`src/rtl/hub_fp_pkg.sv`:
```
// Shared widths and beat layout for the HUB floating-point normalization path.
// The defaults give single precision: 23 stored mantissa bits and an 8-bit exponent.
package hub_fp_pkg;

    localparam int HUB_M = 23;
    localparam int HUB_E = 8;

    // Width of a leading-zero count for an (m+2)-bit datapath mantissa.
    function automatic int shift_width(input int m);
        return $clog2(m + 1);
    endfunction

    localparam int HUB_SW = shift_width(HUB_M);

    typedef struct packed {
        logic [HUB_M+1:0]  mant;
        logic [HUB_E-1:0]  exp;
        logic [HUB_SW-1:0] lzc;
        logic              zero;
        logic              uf;
    } norm_beat_t;

endpackage

```
`src/rtl/hub_pipe_slice.sv`:
```
// Purpose: single valid/ready register slice carrying one normalization beat.
// Latency: 1 cycle, full throughput.
// Backpressure: accepts when empty or drained the same cycle; holds data while stalled.
module hub_pipe_slice
    import hub_fp_pkg::*;
#(
    parameter type T = norm_beat_t
) (
    input  logic clk,
    input  logic rst_n,
    input  logic up_vld,
    output logic up_rdy,
    input  T     up_dat,
    output logic dn_vld,
    input  logic dn_rdy,
    output T     dn_dat
);

    assign up_rdy = !dn_vld || dn_rdy;

    always_ff @(posedge clk or negedge rst_n) begin
        if (!rst_n) begin
            dn_vld <= 1'b0;
            dn_dat <= '0;
        end else if (up_rdy) begin
            dn_vld <= up_vld;
            if (up_vld) begin
                dn_dat <= up_dat;
            end
        end
    end

endmodule

```
`src/rtl/hub_norm_shift.sv`:
```
// Purpose: HUB adder normalization -- left-shift by the LZD count, adjust exponent, flag zero/underflow.
// Latency: 2 cycles accept-to-out_valid, 1 beat/cycle; optional HUB_NORM_UF_CNT_EN adds uf_count.
// Backpressure: two valid/ready slices; outputs hold while out_valid && !out_ready.
module hub_norm_shift
    import hub_fp_pkg::*;
#(
    parameter int M           = HUB_M,
    parameter int E           = HUB_E,
    parameter int SHIFT_WIDTH = shift_width(M)
) (
    input  logic                   clk,
    input  logic                   rst_n,
    input  logic                   in_valid,
    output logic                   in_ready,
    input  logic [M+1:0]           in_mant,
    input  logic [E-1:0]           in_exp,
    input  logic [SHIFT_WIDTH-1:0] in_lzc,
    output logic                   out_valid,
    input  logic                   out_ready,
    output logic [M+1:0]           out_mant,
    output logic [E-1:0]           out_exp,
    output logic                   out_zero,
    output logic                   out_uf
`ifdef HUB_NORM_UF_CNT_EN
    ,
    output logic [15:0]            uf_count
`endif
);

    typedef struct packed {
        logic [M+1:0]           mant;
        logic [E-1:0]           exp;
        logic [SHIFT_WIDTH-1:0] lzc;
        logic                   zero;
        logic                   uf;
    } beat_t;

    localparam logic [SHIFT_WIDTH-1:0] LZC_MAX = SHIFT_WIDTH'(M + 1);
    localparam int                     EXW     = E + 1;

    beat_t                  s0_dat;
    beat_t                  s1_dat;
    beat_t                  s1n_dat;
    beat_t                  s2_dat;
    logic                   s1_valid;
    logic                   s1_ready;
    logic [SHIFT_WIDTH-1:0] lzc_clamped;
    logic [SHIFT_WIDTH-1:0] coarse_sh;
    logic [E:0]             exp_diff;
    logic                   flush_uf;

    // Stage 1 input: clamp the count and apply the multiple-of-4 part of the shift.
    always_comb begin
        lzc_clamped = (in_lzc > LZC_MAX) ? LZC_MAX : in_lzc;
        coarse_sh   = {lzc_clamped[SHIFT_WIDTH-1:2], 2'b00};
        s0_dat      = '0;
        s0_dat.mant = in_mant << coarse_sh;
        s0_dat.exp  = in_exp;
        s0_dat.lzc  = lzc_clamped;
        s0_dat.zero = (in_mant == '0);
    end

    hub_pipe_slice #(.T(beat_t)) u_s1 (
        .clk    (clk),
        .rst_n  (rst_n),
        .up_vld (in_valid),
        .up_rdy (in_ready),
        .up_dat (s0_dat),
        .dn_vld (s1_valid),
        .dn_rdy (s1_ready),
        .dn_dat (s1_dat)
    );

    // The borrow out of the widened subtraction, or a zero result, means the
    // exponent would land on the reserved value 0 or below: flush to zero.
    always_comb begin
        exp_diff      = {1'b0, s1_dat.exp} - EXW'(s1_dat.lzc);
        flush_uf      = !s1_dat.zero && (exp_diff[E] || (exp_diff[E-1:0] == '0));
        s1n_dat       = '0;
        s1n_dat.zero  = s1_dat.zero || flush_uf;
        s1n_dat.uf    = flush_uf;
        if (!(s1_dat.zero || flush_uf)) begin
            s1n_dat.mant = s1_dat.mant << s1_dat.lzc[1:0];
            s1n_dat.exp  = exp_diff[E-1:0];
        end
    end

    hub_pipe_slice #(.T(beat_t)) u_s2 (
        .clk    (clk),
        .rst_n  (rst_n),
        .up_vld (s1_valid),
        .up_rdy (s1_ready),
        .up_dat (s1n_dat),
        .dn_vld (out_valid),
        .dn_rdy (out_ready),
        .dn_dat (s2_dat)
    );

    assign out_mant = s2_dat.mant;
    assign out_exp  = s2_dat.exp;
    assign out_zero = s2_dat.zero;
    assign out_uf   = s2_dat.uf;

    logic unused_bits;
    assign unused_bits = ^{s1_dat.uf, s2_dat.lzc};

`ifdef HUB_NORM_UF_CNT_EN
    always_ff @(posedge clk or negedge rst_n) begin
        if (!rst_n) begin
            uf_count <= '0;
        end else if (out_valid && out_ready && out_uf && (uf_count != 16'hFFFF)) begin
            uf_count <= uf_count + 16'd1;
        end
    end
`endif

endmodule

```
`config.mk`:
```
export PLATFORM = sky130hd
export DESIGN_NAME = hub_norm_shift
export DESIGN_NICKNAME = d
export VERILOG_FILES = /design/src/rtl/hub_fp_pkg.sv /design/src/rtl/hub_pipe_slice.sv /design/src/rtl/hub_norm_shift.sv
export SDC_FILE = /design/constraint.sdc
export NUM_CORES = 1
export LEC_CHECK = 0
export CAP_MARGIN = 0
export CORE_UTILIZATION = 58
export CTS_CLUSTER_DIAMETER = 100
export DETAILED_ROUTE_END_ITERATION = 8
export MAX_ROUTING_LAYER = met4
export PLACE_DENSITY = 0.86
export SLEW_MARGIN = 40
export SYNTH_ARGS = -nofsm -noshare
export SYNTH_HDL_FRONTEND = slang
export SYNTH_SLANG_ARGS = --single-unit
```
`constraint.sdc`:
```
create_clock -name clk -period 5.84 [get_ports clk]
set_clock_uncertainty 0.2 [all_clocks]
set_input_delay 1.168 -clock clk [delete_from_list [all_inputs] [get_ports clk]]
set_output_delay 1.168 -clock clk [all_outputs]
set_load 0.01 [all_outputs]
```
; ---- Word level (Yosys, flattened, before mapping)
; Index checks and enable logic that the tools add are counted.
[word_totals]
register_bits = 76
in_bits = 42
output_inout_bits = 37
wordCells = 28
[classes]
n_shift = 2
n_addsub = 1
n_mux = 2
n_reduce_logical = 12
order_cmp = 1
[ops]
columns = operator, n
row1 = $mux 33, 1
row2 = $logic_not 25->1, 1
row3 = $shl 25x2->25, 1
row4 = $shl 25x5->25, 1
row5 = $sub 8x5->9, 1
row6 = $logic_not 8->1, 1
row7 = $gt 5x5->1 const B, 1
row8 = $mux 5, 1
row9 = $logic_or 1x1->1, 4
row10 = $reduce_and 2->1, 2
row11 = $logic_not 1->1, 3
row12 = $logic_and 1x1->1, 1

; ---- Logic depth before layout (Yosys ltp)
; Gate-level depths: netlist of the first run.
[depth]
depth_word = 6
ltp_mapped = 11
mapped_depth_nobuf = 8

; ---- By module
; A second synthesis of the first run with hierarchy kept.
[hier_totals]
cells_unflattened = 497
hier_area_um2 = 5460.2
[by_module_without_submodules]
columns = mod, area_each_um2, cells_each, seq_area_each_um2, n_inst
row1 = hub_pipe_slice, 1702.9, 88, 1026.0, 2
row2 = hub_norm_shift, 2054.5, 321, 0.0, 1

; ---- Least setup slack after synthesis of the first run
; OpenSTA, ideal clock, no wires.
[synth_timing]
kind = reg2reg
from = register u_s1.dn_dat[3] (netlist name)
to = register u_s2.dn_dat[19] (netlist name)
setup_ns = 0.087
synth_period_minus_slack_ns = 2.939
arrival_ns = 2.653
n_path_buf = 4
required_time_ns = 5.553
stages_incl_launch_ff = 12
slack_ns = 2.901
cell_sequence = dfrtp_1 -> clkbuf_1 -> clkbuf_1 -> inv_1 -> ha_1 -> nor2b_1 -> o2111ai_1 -> and3_1 -> clkbuf_1 -> clkbuf_1 -> o21ai_0 -> o211ai_1
[synth_via]
elab_chain_cells = 6
elab_cells_between_ends = 7
cone_classes = add/sub: 1 / shift: 1 / mux: 1 / reduce/logical: 4
[synth_lines]
columns = item, line
row1 = "start, declared", hub_pipe_slice.sv:16  ; output T dn_dat
row2 = "start signal, assigned", hub_pipe_slice.sv:28  ; dn_dat <= up_dat;
row3 = $sub 8x5->9, hub_norm_shift.sv:77  ; exp_diff = {1'b0, s1_dat.exp} - EXW'(s1_dat.lzc);
row4 = $logic_not 8->1, hub_norm_shift.sv:78  ; flush_uf = !s1_dat.zero && (exp_diff[E] || (exp_diff[E-1:0] == '0));
row5 = $logic_or 1x1->1, hub_norm_shift.sv:78
row6 = $logic_and 1x1->1, hub_norm_shift.sv:78
row7 = $logic_or 1x1->1, hub_norm_shift.sv:82  ; if (!(s1_dat.zero || flush_uf)) begin
row8 = $mux 33 (*), hub_norm_shift.sv:82
row9 = "end signal, assigned", hub_pipe_slice.sv:28
row10 = "end, declared", hub_pipe_slice.sv:16
; Every way passes the cells marked *; elsewhere a longest branch is shown, timed or not.
; A chain may end at the register's enable or synchronous reset.

; ---- Final worst setup path of the first run
[layout_timing]
from = input out_ready
to = output in_ready
[layout_via]
elab_chain_cells = 2
[layout_lines]
columns = item, line
row1 = "start, declared", hub_norm_shift.sv:19  ; input logic out_ready,
row2 = $logic_or 1x1->1 (2 in series), hub_pipe_slice.sv:19  ; assign up_rdy = !dn_vld || dn_rdy;
row3 = "end, declared", hub_norm_shift.sv:14  ; output logic in_ready,
; Every way passes these cells.

==> impl_results.md, run 1 <==
- HPWL Detailed: slightly below 9 mm
- FF-to-FF Start: u_s1.dn_dat[2]$_DFFE_PN0P_
- Initial antenna violation count: 0
- Register area: between 1500 and 2000 um^2
- CP cell instances: clkdlybuf4s50_1 > nand3b_1 > clkdlybuf4s50_1
- DR WL/cell: around 18 um
- Hold depth: 1
- Commonest cells in the netlist: dfrtp_1 (76), nand2_1 (72), o21ai_0 (46)
- Synth async-reset ratio: 1.000
- Die Wd: 92.35 um
- Worst setup path startpoint: out_ready
- Mapped cell area: 4735 um^2
- Max cap viols: 0
- RSZ-0062 raised after global routing: false
- Num CTS Buffers: 9
- Worst path required time: around 4.5 ns
- Filler cells: 571
- Crit path capture: in_ready
- Crit-path max FO: 3
- Initial core utilization: 0.6064
- Site Rows: 32
- CP peak stage delay: ~0.55 ns
- Maximum clock path buffer count: 2
- Worst EP arrival: 2.34 ns
- PD cells: 331.3 nW/um^2
- Clock Pin Slew Worst Setup and Hold Paths: approximately 0.080 ns
- Die Ht: around 92 um
- Main area contributors after synthesis: dfrtp_1 (40%), mux2_2 (8.1%), mux2i_1 (7.8%), nand2_1 (5.7%), a211oi_1 (5.5%)
- DR vias/cell: 6.151
- Period minus WS final: 3.705 ns
- Post-synth EDFFs: 0
- Layout cells sized above 1: 0.1185
- #FFs+latches synth: 76
- Gate Count Post-Synth: 511
- # setup viols final: 0
- Total Routing Usage GR: 0.3161
- Core ar.: a little under 8000 um^2
- Final ANT Viol Nets: 0
- Inserted Diodes: 0
- Setup TNS: 0 ns
- CP max stage cell: clkdlybuf4s50_1
- DRC: 0
- Worst skew pair latency: ~0.36 ns
- Max-slew violation count: 0
- Vias after detailed routing: roughly 4200
- Startpoint type of the worst setup path: primary input
- Die ar.: between 8000 and 9000 um^2
- Status: completed
- CP Capture Type: output port
- First drt pass iteration count: 4
- Total routed wirelength: around 12 mm
- IO Pins: 79
- Port bufs: 78
- Final-report hold violation count: 0
- R2R depth: 9
- Most used DFF post-synth: dfrtp_1
- Post-CTS Resized: 0
- Share of the synthesized area in the top cell type: 0.4017
- Count leader, synth: dfrtp_1
- DRT iter0 DRCs: 169
- Leakage: approximately 2.3 nW
- CTS Root Cell: clkbuf_8
- Sequential share of the synthesized area: 0.4017
- Sink Count: 76
- Yosys warns: 0
- CTS tree: yes
- First-pass GRT wire length: 20.53 mm
- Netlist cell types: 46
- Hold Buf Count CTS: 0
- WS Path Type: in -> out
- Final period utilization: 0.6344
- Worst Tran Pin Value: about 0.84 ns
- Largest net degree at the start of global routing: 77
- GPL Wtd Cong: 0.9229
- Post-CTS setup buffer count: 0
- Nets: 618
- FF-to-FF End: u_s2.dn_dat[26]$_DFFE_PN0P_
- Multi-input logic area: 2656 um^2
- Layout area overhead: 22.60%
- CTS H-tree depth: 3
- Final Util: 0.7434
- Dominant cell type by area after synthesis: dfrtp_1
- Slew HR: 0.4423
- Hold/Removal Path Class: reg -> reg
- Vias in the first global route: 4060
- Syn Nets: about 560
- Max Freq: 269.9 MHz
- Aggregate global routing overflow: 0
- Peak supply drop: 156.7 uV
- Syn Area/Cell: 9.265 um^2
- Worst reg2reg setup slack: 2.14 ns
- Most frequent CP cell: clkdlybuf4s50_1
==> kinds of logic (layout without fill, tap and decap cells) <==
group	count (synthesis)	after routing	share of synthesized area
fa+ha+maj	6	6	0.01744
simple gates	152	152	0.1557
buf+inv	48	111	0.04017
mux	71	71	0.1591
xor+xnor	4	4	0.007401
compound gates	154	154	0.2186
flops	76	76	0.4017
==> state kept, by name (all words and copies together) (netlist names) <==
| register | flops |
|---|---|
| u_s1.dn_dat | 39 |
| u_s2.dn_vld | 1 |
| u_s2.dn_dat | 35 |
| u_s1.dn_vld | 1 |
==> metrics by stage <==
stage                     cell area, um^2  hold slack (ns)  cells  worst slack (ns)  power [W]
after floorplan                      4735           0.2396    511             2.901   0.001126
after global placement               5537           0.2612    658             1.710   0.001406
after detailed placement             5568           0.2701    661             1.862   0.001438
after CTS                            5807           0.2886    676             1.950   0.001922
after global routing                 5804           0.3117    676             1.937   0.002028
final                                5804           0.2913    676             2.135   0.001923
==> worst max-delay path: cells and delay by family <==
family | cells | cell delay (ns)
buffers and inverters | 2 | 1.01
AND/OR/NAND/NOR | 1 | 0.15
==> power breakdown <==
group	internal, W	switching [W]
Clock	0.000293	0.000190
Combinational	0.000346	0.000374
Sequential	0.000638	0.0000828
Total	0.00128	0.000646
==> layout make-up <==
type / instances / area share
timing repair buffer: 87 / 0.1455
sequential: 76 / 0.3279
multi-input combinational: 387 / 0.4576
tap: 102 / 0.02199
clock inverter: 4 / 0.01681
clock buffer: 11 / 0.02436
inverter: 9 / 0.005820
==> worst min path at each step <==
stage,startpoint,to
after global placement,u_s2.dn_dat[12]$_DFFE_PN0P_,u_s2.dn_dat[12]$_DFFE_PN0P_
after floorplan,u_s1.dn_dat[1]$_DFFE_PN0P_,u_s1.dn_dat[1]$_DFFE_PN0P_
after detailed placement,u_s2.dn_dat[12]$_DFFE_PN0P_,u_s2.dn_dat[12]$_DFFE_PN0P_
after CTS,u_s2.dn_dat[12]$_DFFE_PN0P_,u_s2.dn_dat[12]$_DFFE_PN0P_
final,u_s2.dn_dat[12]$_DFFE_PN0P_,u_s2.dn_dat[12]$_DFFE_PN0P_
after global routing,u_s2.dn_dat[12]$_DFFE_PN0P_,u_s2.dn_dat[12]$_DFFE_PN0P_
==> cells in the final DEF, fill, tap and decap left out, drive strengths merged, types with 3 or more instances in the layout <==
cell type / n
nand2b: 27
bufinv: 3
mux2i: 37
nand3: 4
a21oi: 13
xor2: 3
nor4: 7
buf: 12
o21ai: 48
dfrtp: 76
or3: 3
o211ai: 26
clkbuf: 11
nor2b: 10
ha: 5
a211oi: 36
nor3: 5
a22o: 12
nand2: 72
inv: 9
clkdlybuf4s50: 75
nor2: 18
mux2: 34
a22oi: 3
==> per-layer routing <==
layer	vias to the layer above	routed length, um	global-route usage	part of all wire
met2	159	5908	0.5031	0.49
met5	-	0	-	0
met1	1985	5236	0.4172	0.44
met4	0	268	0.1224	0.022
li1	1991	-	-	-
met3	23	562	0.03530	0.047
Power figures use the tool's default switching activity.
==> run 2: changes to the inputs <==
--- a/config.mk
+++ b/config.mk
@@ -6,11 +6,11 @@
 export NUM_CORES = 1
 export LEC_CHECK = 0
 export CAP_MARGIN = 0
-export CORE_UTILIZATION = 58
+export CORE_UTILIZATION = 54
 export CTS_CLUSTER_DIAMETER = 100
 export DETAILED_ROUTE_END_ITERATION = 8
 export MAX_ROUTING_LAYER = met4
-export PLACE_DENSITY = 0.86
+export PLACE_DENSITY = 0.81
 export SLEW_MARGIN = 40
 export SYNTH_ARGS = -nofsm -noshare
 export SYNTH_HDL_FRONTEND = slang
==> constraint.sdc (replaced) <==
create_clock -name clk -period 3.6 [get_ports clk]
set_clock_uncertainty 0.2 [all_clocks]
set_input_delay 0.72 -clock clk [delete_from_list [all_inputs] [get_ports clk]]
set_output_delay 0.72 -clock clk [all_outputs]
set_load 0.01 [all_outputs]
==> impl_results.md, run 2 (synthesized netlist as in run 1, its figures left out) <==
- Status: completed
- WS Path Type: reg -> reg
- Nets: 626
- Die Wd: 95.64 um
- Final period utilization: 0.7903
- First drt pass iteration count: 5
- DRT iter0 DRCs: 224
- Port bufs: just under 80
- Site Rows: 33
- Worst skew pair latency: 0.36 ns
- IO Pins: 79
- Max Freq: 351.5 MHz
- Top reg by flops: u_s1.dn_dat
- Initial antenna violation count: 0
- Period minus WS final: 2.845 ns
- Vias after detailed routing: slightly above 4000
- Num CTS Buffers: 9
- Largest net degree at the start of global routing: 73
- Core ar.: 8341 um^2
- CTS H-tree depth: 3
- Fin area: 5896 um^2
- First-pass GRT wire length: 18.93 mm
- CTS tree: yes
- Total routed wirelength: 11.34 mm
- GPL Wtd Cong: about 0.9
- CP Capture Type: flop
- R2R depth: 10
- Post-CTS setup buffer count: 0
- Inserted Diodes: 0
- PD cells: 540.9 nW/um^2
- Hold/Removal Path Class: reg -> reg
- Worst Tran Pin Value: 0.6962 ns
- DR WL/cell: 16.49 um
- Layout cells sized above 1: 0.1218
- Hold depth: 2
- Filler cells: 651
- Startpoint type of the worst setup path: flop
- # setup viols final: 0
- Total Routing Usage GR: 0.2784
- Final ANT Viol Nets: 0
- DRC: 0
- Placed cell area: 5619 um^2
- Aggregate global routing overflow: 0
- HPWL Detailed: 8.237 mm
- Final-report hold violation count: 0
- Max-slew violation count: 0
- Final Util: 0.7069
- Setup TNS: 0 ns
- Most frequent cells in the layout: clkdlybuf4s50_1 (77), dfrtp_1 (76), nand2_1 (72), o21ai_0 (46), mux2i_1 (37)
- Die Ht: 95.64 um
- Commonest non-fill, non-tap cell in the layout: clkdlybuf4s50_1
- RSZ-0062 raised after global routing: false
- Worst path required time: 3.68 ns
- Slew HR: 0.5342
- Biggest regs: u_s1.dn_dat (39), u_s2.dn_dat (35)
- Max cap viols: 0
- Leakage: ~2.4 nW
- Initial core utilization: 0.5677
- Crit-path max FO: 26
- Layout area overhead: 24.52%
- Largest register FFs: 39
- Sink Count: 76
- Peak supply drop: 266.9 uV
- Post-CTS Resized: 0
- DR vias/cell: 5.936
- Vias in the first global route: approximately 3800
- CTS Root Cell: clkbuf_8
- Maximum clock path buffer count: 2
- Clock Pin Slew Worst Setup and Hold Paths: 0.09 ns
- Die ar.: between 9000 and 10000 um^2
- Worst EP arrival: 2.92 ns
run 2: cell count changes in the layout (fill, tap and decap cells not counted), sizes merged:
cell and change:
buf +5, bufinv +1, clkbuf +1, clkdlybuf4s50 +2, clkinvlp -1, dlygate4sd3 +1
run 2: metrics by stage:
stage / power (W) / hold slack [ns] / setup WS, ns / instances
5_1_grt: 0.003363 / 0.3065 / 0.5517 / 688
6_report: 0.003189 / 0.2867 / 0.7550 / 688
2_1_floorplan: 0.001827 / 0.2244 / 0.6608 / 511
4_1_cts: 0.003192 / 0.2884 / 0.7531 / 688
3_3_place_gp: 0.002294 / 0.2642 / 0.8027 / 671
3_5_place_dp: 0.002334 / 0.2730 / 0.7819 / 671
run 2: path summary, 6_finish.rpt:
| kind | start | endpoint | slack (ns) |
|---|---|---|---|
| min reg2reg | u_s2.dn_dat[8]$_DFFE_PN0P_ | u_s2.dn_dat[8]$_DFFE_PN0P_ | 0.29 |
| max in group asynchronous | rst_n | u_s1.dn_dat[16]$_DFFE_PN0P_ | 1.84 |
| max | u_s1.dn_dat[7]$_DFFE_PN0P_ | u_s2.dn_dat[26]$_DFFE_PN0P_ | 0.75 |
| max reg2reg | u_s1.dn_dat[7]$_DFFE_PN0P_ | u_s2.dn_dat[26]$_DFFE_PN0P_ | 0.75 |
| min in group asynchronous | rst_n | u_s1.dn_dat[1]$_DFFE_PN0P_ | 0.50 |
| min | u_s2.dn_dat[8]$_DFFE_PN0P_ | u_s2.dn_dat[8]$_DFFE_PN0P_ | 0.29 |
run 2: area by class of cell:
type	instances	area, um^2	share of cell area
inverter	9	33.78	0.005730
timing repair buffer	95	909.6	0.1543
sequential	76	1902	0.3226
clock inverter	4	120.1	0.02037
clock buffer	12	145.1	0.02462
tap	105	131.4	0.02228
multi-input combinational	387	2654	0.4501
run 2: what timing repair did:
action / 4_1_cts / 5_1_grt
hold buffers: 1 / 0
endpoints found under the setup margin: 0 / 0
hold endpoints to repair: 4 / 0
run 2: per-layer routing:
metal / vias up / GRT usage / routed length [um]
met3: 17 / 0.02632 / 497
met5: - / - / 0
li1: 2013 / - / -
met1: 1936 / 0.3802 / 5297
met2: 118 / 0.4280 / 5306
met4: 0 / 0.1107 / 241
run 2: power by group:
| group | internal (W) | leakage (nW) | switching (W) |
|---|---|---|---|
| combinational | 0.000576 | 1.29 | 0.000600 |
| clock | 0.000551 | 0.131 | 0.000311 |
| sequential | 0.00103 | 0.971 | 0.000117 |
run 2: worst max-delay path, stage by stage (launching register included):
cell and delay [ns]:
dfrtp_1 0.36, inv_1 0.06, ha_1 0.21, fa_1 0.40, nand2b_1 0.20, a21o_1 0.19
buf_4 0.22, a21oi_2 0.31, buf_4 0.33, nand2b_1 0.09, o211ai_1 0.17
==> run 3: changes to the inputs <==
--- a/config.mk
+++ b/config.mk
@@ -6,11 +6,11 @@
 export NUM_CORES = 1
 export LEC_CHECK = 0
 export CAP_MARGIN = 0
-export CORE_UTILIZATION = 54
+export CORE_UTILIZATION = 49
 export CTS_CLUSTER_DIAMETER = 100
 export DETAILED_ROUTE_END_ITERATION = 8
 export MAX_ROUTING_LAYER = met4
-export PLACE_DENSITY = 0.81
+export PLACE_DENSITY = 0.77
 export SLEW_MARGIN = 40
 export SYNTH_ARGS = -nofsm -noshare
 export SYNTH_HDL_FRONTEND = slang
==> constraint.sdc (replaced) <==
create_clock -name clk -period 2.6 [get_ports clk]
set_clock_uncertainty 0.2 [all_clocks]
set_input_delay 0.52 -clock clk [delete_from_list [all_inputs] [get_ports clk]]
set_output_delay 0.52 -clock clk [all_outputs]
set_load 0.01 [all_outputs]
==> impl_results.md, run 3 (synthesized netlist as in run 1, its figures left out) <==
- Status: complete, but fails checks
- Failing checks: negative setup slack
- CTS Root Cell: clkbuf_8
- Initial antenna violation count: 0
- Top reg by flops: u_s1.dn_dat
- WS Path Type: reg -> reg
- PD cells: about 720 nW/um^2
- First drt pass iteration count: 5
- Final ANT Viol Nets: 0
- # setup viols final: 14
- Startpoint type of the worst setup path: flop
- Nets: 648
- Final Util: 0.6670
- Site Rows: 35
- Largest register FFs: 39
- Slew HR: 0.5303
- Worst path required time: 2.62 ns
- GPL Wtd Cong: 0.9199
- Most frequent cells in the layout: clkdlybuf4s50_1 (77), dfrtp_1 (76), nand2_1 (72), o21ai_0 (46), mux2i_1 (37)
- Commonest non-fill, non-tap cell in the layout: clkdlybuf4s50_1
- Period minus WS final: about 2.6 ns
- Worst Tran Pin Value: approximately 0.70 ns
- Final period utilization: 1.009
- Clock Pin Slew Worst Setup and Hold Paths: 0.08 ns
- First-pass GRT wire length: a little under 20 mm
- Layout area overhead: 30.79%
- Hold/Removal Path Class: reg -> reg
- Worst setup margin: -0.02354 ns
- DRT iter0 DRCs: 177
- Biggest regs: u_s1.dn_dat (39), u_s2.dn_dat (35)
- CTS tree: yes
- Inserted Diodes: 0
- CTS H-tree depth: 3
- Total routed wirelength: roughly 12 mm
- Fin area: 6192 um^2
- Max-slew violation count: 0
- Vias in the first global route: 4020
- Peak supply drop: 420.9 uV
- Layout cells sized above 1: 0.1686
- HPWL Detailed: roughly 8.6 mm
- Placed cell area: 5808 um^2
- Crit-path max FO: 12
- Leakage: 2.525 nW
- Worst EP arrival: approximately 2.7 ns
- RSZ-0062 raised after global routing: true
- Initial core utilization: 0.5100
- Port bufs: 78
- DR vias/cell: roughly 5.7
- Filler cells: 776
- Total Routing Usage GR: 0.2538
- Die Wd: ~100 um
- Vias after detailed routing: between 4000 and 5000
- Worst skew pair latency: 0.35 ns
- Max Freq: 381.2 MHz
- Core ar.: 9284 um^2
- Maximum clock path buffer count: 2
- CP Capture Type: flop
- Die Ht: 100.3 um
- Max cap viols: 0
- Largest net degree at the start of global routing: 39
- Die ar.: 10060 um^2
- DRC: 0
- Aggregate global routing overflow: 0
- DR WL/cell: 15.95 um
- Num CTS Buffers: 9
- IO Pins: 79
- DP Worst Slack: -0.06292 ns
- Final-report hold violation count: 0
- Sink Count: 76
-- run 3: cell types whose count changed in the layout (fill, tap and decap cells not counted), sizes merged --
cell / change
clkinv: +1
bufinv: -1
buf: +20
clkbuf: +2
-- run 3: critical path, stage by stage (launching register included) --
cell and delay, ns:
dfrtp_1 0.41, ha_4 0.17, fa_2 0.35, nand2b_4 0.15
a21o_1 0.19, a211o_1 0.32, nor4_4 0.28, buf_6 0.17
clkbuf_16 0.16, o211ai_1 0.09
-- run 3: power breakdown --
part	total (W)	leakage [nW]	internal, W	switching [W]
Clock	0.00111	0.127	0.000689	0.000423
Combinational	0.00177	1.43	0.000902	0.000871
Sequential	0.00160	0.971	0.00143	0.000169
Total	0.00449	2.53	0.00302	0.00146
-- run 3: final timing paths --
path	depth (start not counted)	end	start	slack [ns]
worst max-delay path	9	u_s2.dn_dat[16]$_DFFE_PN0P_	u_s1.dn_dat[2]$_DFFE_PN0P_	-0.02
worst min register to register	2	u_s2.dn_dat[7]$_DFFE_PN0P_	u_s2.dn_dat[7]$_DFFE_PN0P_	0.28
worst max register to register	9	u_s2.dn_dat[16]$_DFFE_PN0P_	u_s1.dn_dat[2]$_DFFE_PN0P_	-0.02
worst min-delay path	2	u_s2.dn_dat[7]$_DFFE_PN0P_	u_s2.dn_dat[7]$_DFFE_PN0P_	0.28
max in group asynchronous	3	u_s2.dn_dat[21]$_DFFE_PN0P_	rst_n	1.09
min in group asynchronous	2	u_s1.dn_dat[6]$_DFFE_PN0P_	rst_n	0.48
-- run 3: routing by layer --
metal | GRT usage | wire length [um] | vias to the layer above
met2 | 0.4041 | 5612 | 125
met1 | 0.3320 | 5419 | 1951
met5 | - | 0 | -
li1 | - | - | 2063
met4 | 0.08807 | 218 | 0
met3 | 0.03760 | 458 | 18
-- run 3: area by class of cell --
cell class	count	area [um^2]	share of cell area
timing repair buffer	117	1147	0.1853
sequential	76	1902	0.3071
clock buffer	12	155.1	0.02506
tap	129	161.4	0.02607
multi-input combinational	387	2698	0.4356
clock inverter	4	95.09	0.01536
inverter	9	33.78	0.005456
-- run 3: what timing repair did --
| item | in CTS | in global routing |
|---|---|---|
| buffers inserted | 2 | 3 |
| resized for setup | 0 | 8 |
| gates cloned | 0 | 2 |
| endpoints found under the hold margin | 23 | 0 |
| pin swaps | 2 | 2 |
| hold buffers | 1 | 0 |
| setup endpoints to repair | 26 | 27 |
-- run 3: through the flow --
stage | hold slack (ns) | power, W | std cells | setup TNS [ns]
after global placement | 0.2576 | 0.003283 | 710 | -0.003881
final | 0.2841 | 0.004487 | 734 | -0.1747
after detailed placement | 0.2694 | 0.003333 | 710 | -0.5220
after CTS | 0.2876 | 0.004457 | 729 | -0.003822
after floorplan | 0.02441 | 0.002547 | 511 | -0.1402
after global routing | 0.3123 | 0.004753 | 734 | -1.426
